--- src/rtl/register_unit.sv ---
// General-purpose WIDTH-bit storage register with write enable and synchronous
// active-low reset; data_out is driven straight from the storage flops.
module register_unit #(
  parameter int unsigned          WIDTH       = 32,
  parameter logic [WIDTH-1:0]     RESET_VALUE = '0
) (
  input  logic             clk,
  input  logic             rst,
  input  logic [WIDTH-1:0] data_in,
  input  logic             wr,
  output logic [WIDTH-1:0] data_out
);

  logic [WIDTH-1:0] data_q;
  logic [WIDTH-1:0] data_d;

  // Next-state: load on write, otherwise hold.
  always_comb begin
    data_d = data_q;
    if (wr) begin
      data_d = data_in;
    end else begin
      data_d = data_q;
    end
  end

  // Storage flops; reset wins over write at the same edge.
  always_ff @(posedge clk) begin
    if (!rst) begin
      data_q <= RESET_VALUE;
    end else begin
      data_q <= data_d;
    end
  end

  assign data_out = data_q;

endmodule

--- config.mk ---
export PLATFORM = sky130hd
export DESIGN_NAME = register_unit
export DESIGN_NICKNAME = d
export VERILOG_FILES = /design/src/rtl/register_unit.sv
export SDC_FILE = /design/constraint.sdc
export NUM_CORES = 1
export LEC_CHECK = 0
export CAP_MARGIN = 15
export CORE_MARGIN = 3
export CORE_UTILIZATION = 38
export CTS_CLUSTER_SIZE = 25
export DETAILED_ROUTE_END_ITERATION = 8
export PLACE_DENSITY = 0.77
export SKIP_CTS_REPAIR_TIMING = 1
export SLEW_MARGIN = 20
export SYNTH_ARGS = -nofsm -noshare
export SYNTH_HDL_FRONTEND = slang
export SYNTH_SLANG_ARGS = --single-unit
--- constraint.sdc ---
create_clock -name clk -period 0.9 [get_ports clk]
set_clock_uncertainty 0.1 [all_clocks]
set_input_delay 0.09 -clock clk [delete_from_list [all_inputs] [get_ports clk]]
set_output_delay 0.09 -clock clk [all_outputs]
set_load 0.03 [all_outputs]
* After elaboration in Yosys (flattened, before gate mapping)
Index checks and enable logic that the tools add are counted.
W data, S select, Z words.
** Storage, ports and cells
- Bits in registers :: 32
- Bits of input ports :: 35
- Word-level logic and storage cells :: 1

* Logic depth before layout (Yosys ltp)
- Depth in word-level cells :: 0
- Gate-level depth with buffers :: 4
- Depth with buffers taken out :: 2

* Worst setup path after synthesis
Ideal clock, no wire load.
- Kind :: reg2reg
- Start point :: reg data_out[0] (netlist name)
- End point :: reg data_q[0] (netlist: data_out[0])
- Setup time :: 0.065 ns
- Arrival time :: 0.686 ns
- Setup slack :: 0.049 ns
- Stages on the path, launching flop included :: 3
- Path buffers :: 0
- Clock period less this slack :: 0.851 ns
- Cell sequence :: dfxtp_1 -> mux2i_1 -> nor2b_1
** RTL lines
- end signal: assignment :: RTL line 32 : data_q <= data_d;
- end: declaration :: RTL line 14 : logic [WIDTH-1:0] data_q;

* Worst setup path in the final report
- Start point :: reg data_q[6] (netlist: data_out[6])
- End point :: out data_out[6]
** RTL lines
- end: declaration :: RTL line 11 : output logic [WIDTH-1:0] data_out
No word-level cell between the ends.

==> results by stage <==
Synthesis:
- The distinct cell type count after synthesis is 6.
- The predominant post-synthesis flop cell is sky130_fd_sc_hd__dfxtp_1.
- After synthesis, the most frequently instantiated cells are sky130_fd_sc_hd__dfxtp_1, sky130_fd_sc_hd__mux2i_1, sky130_fd_sc_hd__nor2b_1, sky130_fd_sc_hd__buf_12, sky130_fd_sc_hd__clkbuf_1.
- Sorting the synthesized cells by area gives the leading types as sky130_fd_sc_hd__dfxtp_1, sky130_fd_sc_hd__mux2i_1, sky130_fd_sc_hd__nor2b_1.
- Each instance of the synthesized netlist takes up on average 12.1 um^2.
- The share of the Yosys chip area taken by registers is 0.515.
- Of the post-synthesis cell area, the dominant cell type holds 0.515.
- The largest area contributor in the netlist is sky130_fd_sc_hd__dfxtp_1.
- The area of the mapped netlist is 1240 um^2.
- Counting every instance in the synthesized netlist gives 103.
- Counting flops with an async set or reset pin after synthesis yields a share of 0.
- The number of enable flip-flop cells after synthesis is 0.
- Yosys printed 0 warnings.
- The synthesized design contains 32 register bits.
- The number of nets in the synthesized netlist is 138.

Route:
- After detailed routing, the number of remaining DRC violations is 0.
- The post-detailed-route via-to-cell ratio is 4.36.
- Wires add up to 2920 um.
- In this run the remaining antenna-violating nets after routing total 0.
- The average wire per standard cell is 13.3 um.
- Before antenna repair, the detailed router went through 3 iterations.
- The violation count after the first detailed-routing iteration is 36.
- The routed layout has 954 vias.

Setup path:
- The required time at the endpoint of the critical path is 0.71 ns.
- The arrival time of the worst setup path is 0.81 ns.
- For this run, the slowest stage of the critical path takes 0.35 ns.
- The critical path capture point type is a primary output.
- The startpoint class of the critical path is a register.
- The number of buffers and inverters on the critical path is 1.
- The cell class contributing the biggest share of worst-path delay is flip-flops.
- Along the worst path, the maximum fanout reaches 2.
- For flop-to-flop paths, the worst setup slack is 0.02 ns.
- The signal on the critical path passes through buf_6.
- The slowest cell on the critical path is sky130_fd_sc_hd__dfxtp_2.
- The critical path is of the register to primary output type.

Floorplan:
- The floorplan step set the die width to 63.2 um.
- The total number of placement rows is 20.
- After floorplanning, the core was sized to cover 3080 um^2.
- The die outline area is 4000 um^2.
- Measured along the y axis, the die boundary spans 63.2 um.
- The initial core utilization is 0.404.
- During I/O placement, the number of pins put on the boundary was 67.

Global routing:
- Entering global routing, the biggest net connects 33 pins.
- The number of antenna violations at the first check in global routing is 0.
- The number of global-route vias before repair was 950.
- For this run, the total global-route usage over all layers was measured as 0.142.
- The first-pass GRT wire length is 4410 um.
- The total overflow left after global routing is 0.

Timing:
- Setup violations remaining at the end of the flow were counted as 32.
- Once routing completed, OpenROAD measured the worst setup slack at -0.102 ns.
- The relative slew slack is 0.879.
- The share of the cycle needed by the critical path after routing is 1.11.
- The tightest hold path in the finished design has a slack of 0.185 ns.
- At the pin with the least slew margin, the transition time is 0.179 ns.
- The count of endpoints failing hold in the final timing report was 0.
- The number of max-slew violations in the final report is 0.
- The worst path in the final design needs a cycle of 1.00 ns, including I/O delays and setup.
- The top achievable clock speed is 998 MHz.
- Setup repair after global routing could not meet its margin everywhere.

Place:
- The number of placed instances, taps included, is 210.
- At the end of routability-driven placement, the weighted congestion stood at 0.765.
- The total of buffers placed on input and output ports is 66.
- Detailed placement finished with a half-perimeter wire length of 2080 um.

CTS:
- In this run, CTS created clock tree buffers numbering 5.
- The deepest clock path buffer count is 2.
- TritonCTS built the clock tree.
- For the worst-skew pair, the clock arrives at the later sink with an insertion delay of 0.32 ns.
- Clock-pin slew was measured on the worst setup and hold paths at 0.09 ns.
- For this design, the sink count on the clock tree is 32.
- The maximum level of the CTS H-tree is 2.
- The root cell of the clock tree is sky130_fd_sc_hd__clkbuf_4.

Finish:
- The antenna cell count is 0.
- The layout has 241 filler cells.
- The number of nets in the final layout is 210.
- The flip-flop count of the largest register, all copies and words added is 32.
- The share of post-route cells with drive strength above 1 is 0.446.
- The synthesis-to-layout area growth is 67.9%.
- After the flow finishes, the layout carries non-filler instances totaling 219.
- The utilization of the core after routing is 0.678.

Pwr:
- VDD sags by at most 0.00117 V.
- The leakage power of the design is 0.919 nW.
- The power per cell area is 1460 nW/um^2.

Job:
- Across the run, the number of max-cap violations was 0.

Min path:
- The worst hold-check path type is input pin to register.

Run status:
- The run finished, with violations left.
- The checks that failed: negative setup slack.
[power breakdown]
part           total [W]  internal [W]  switching [W]
Combinational   0.000750      0.000420       0.000329
Clock           0.000729      0.000287       0.000442
Sequential       0.00158       0.00152      0.0000611
Total            0.00306       0.00222       0.000833
[kinds of logic (layout without fill, tap and decap cells)]
logic type    count (synthesis)  count (layout)  synth area share
buf+inv                       7              79            0.0664
flops                        32              32             0.515
mux                          32              32             0.258
simple gates                 32              32             0.161
[placed cells by master, fill, tap and decap left out, drive strengths merged]
cell type / count
clkinv: 1
mux2i: 32
nor2b: 32
buf: 39
clkdlybuf4s50: 33
dfxtp: 32
clkbuf: 6
[layout make-up]
cell class                      instances  area [um^2]  area share
Sequential cell                        32          681       0.326
Tap cell                               44         55.1      0.0264
Multi-Input combinational cell         64          524       0.251
Timing Repair Buffer                   72          782       0.374
Clock buffer                            6         41.3      0.0198
Clock inverter                          1         5.00     0.00240
[final timing paths]
path                              startpoint           end  cells after the start
worst min register to register  data_out[23]  data_out[23]                      2
worst max register to register  data_out[16]  data_out[16]                      3
worst max-delay path             data_out[6]   data_out[6]                      1
worst min-delay path                      wr  data_out[29]                      4
[layer usage]
layer / vias up / part of all wire / routed length [um] / track usage
met1: 434 / 0.37 / 1090 / 0.160
met5: - / 0 / 0 / 0
met3: 4 / 0.070 / 203 / 0.0695
met4: 0 / 0.0096 / 28 / 0.0485
met2: 35 / 0.55 / 1590 / 0.235
li1: 481 / - / - / -
[through the flow]
stage | area (um^2) | setup TNS, ns | setup slack [ns] | power (W)
3_3_place_gp | 1860 | -5.08 | -0.164 | 0.00225
3_5_place_dp | 1860 | -5.66 | -0.211 | 0.00227
2_1_floorplan | 1240 | 0 | 0.0485 | 0.00195
4_1_cts | 1910 | -4.21 | -0.155 | 0.00299
5_1_grt | 2090 | -4.16 | -0.146 | 0.00322
6_report | 2090 | -2.75 | -0.102 | 0.00306
Note: power is estimated with default switching activity, not from simulation.
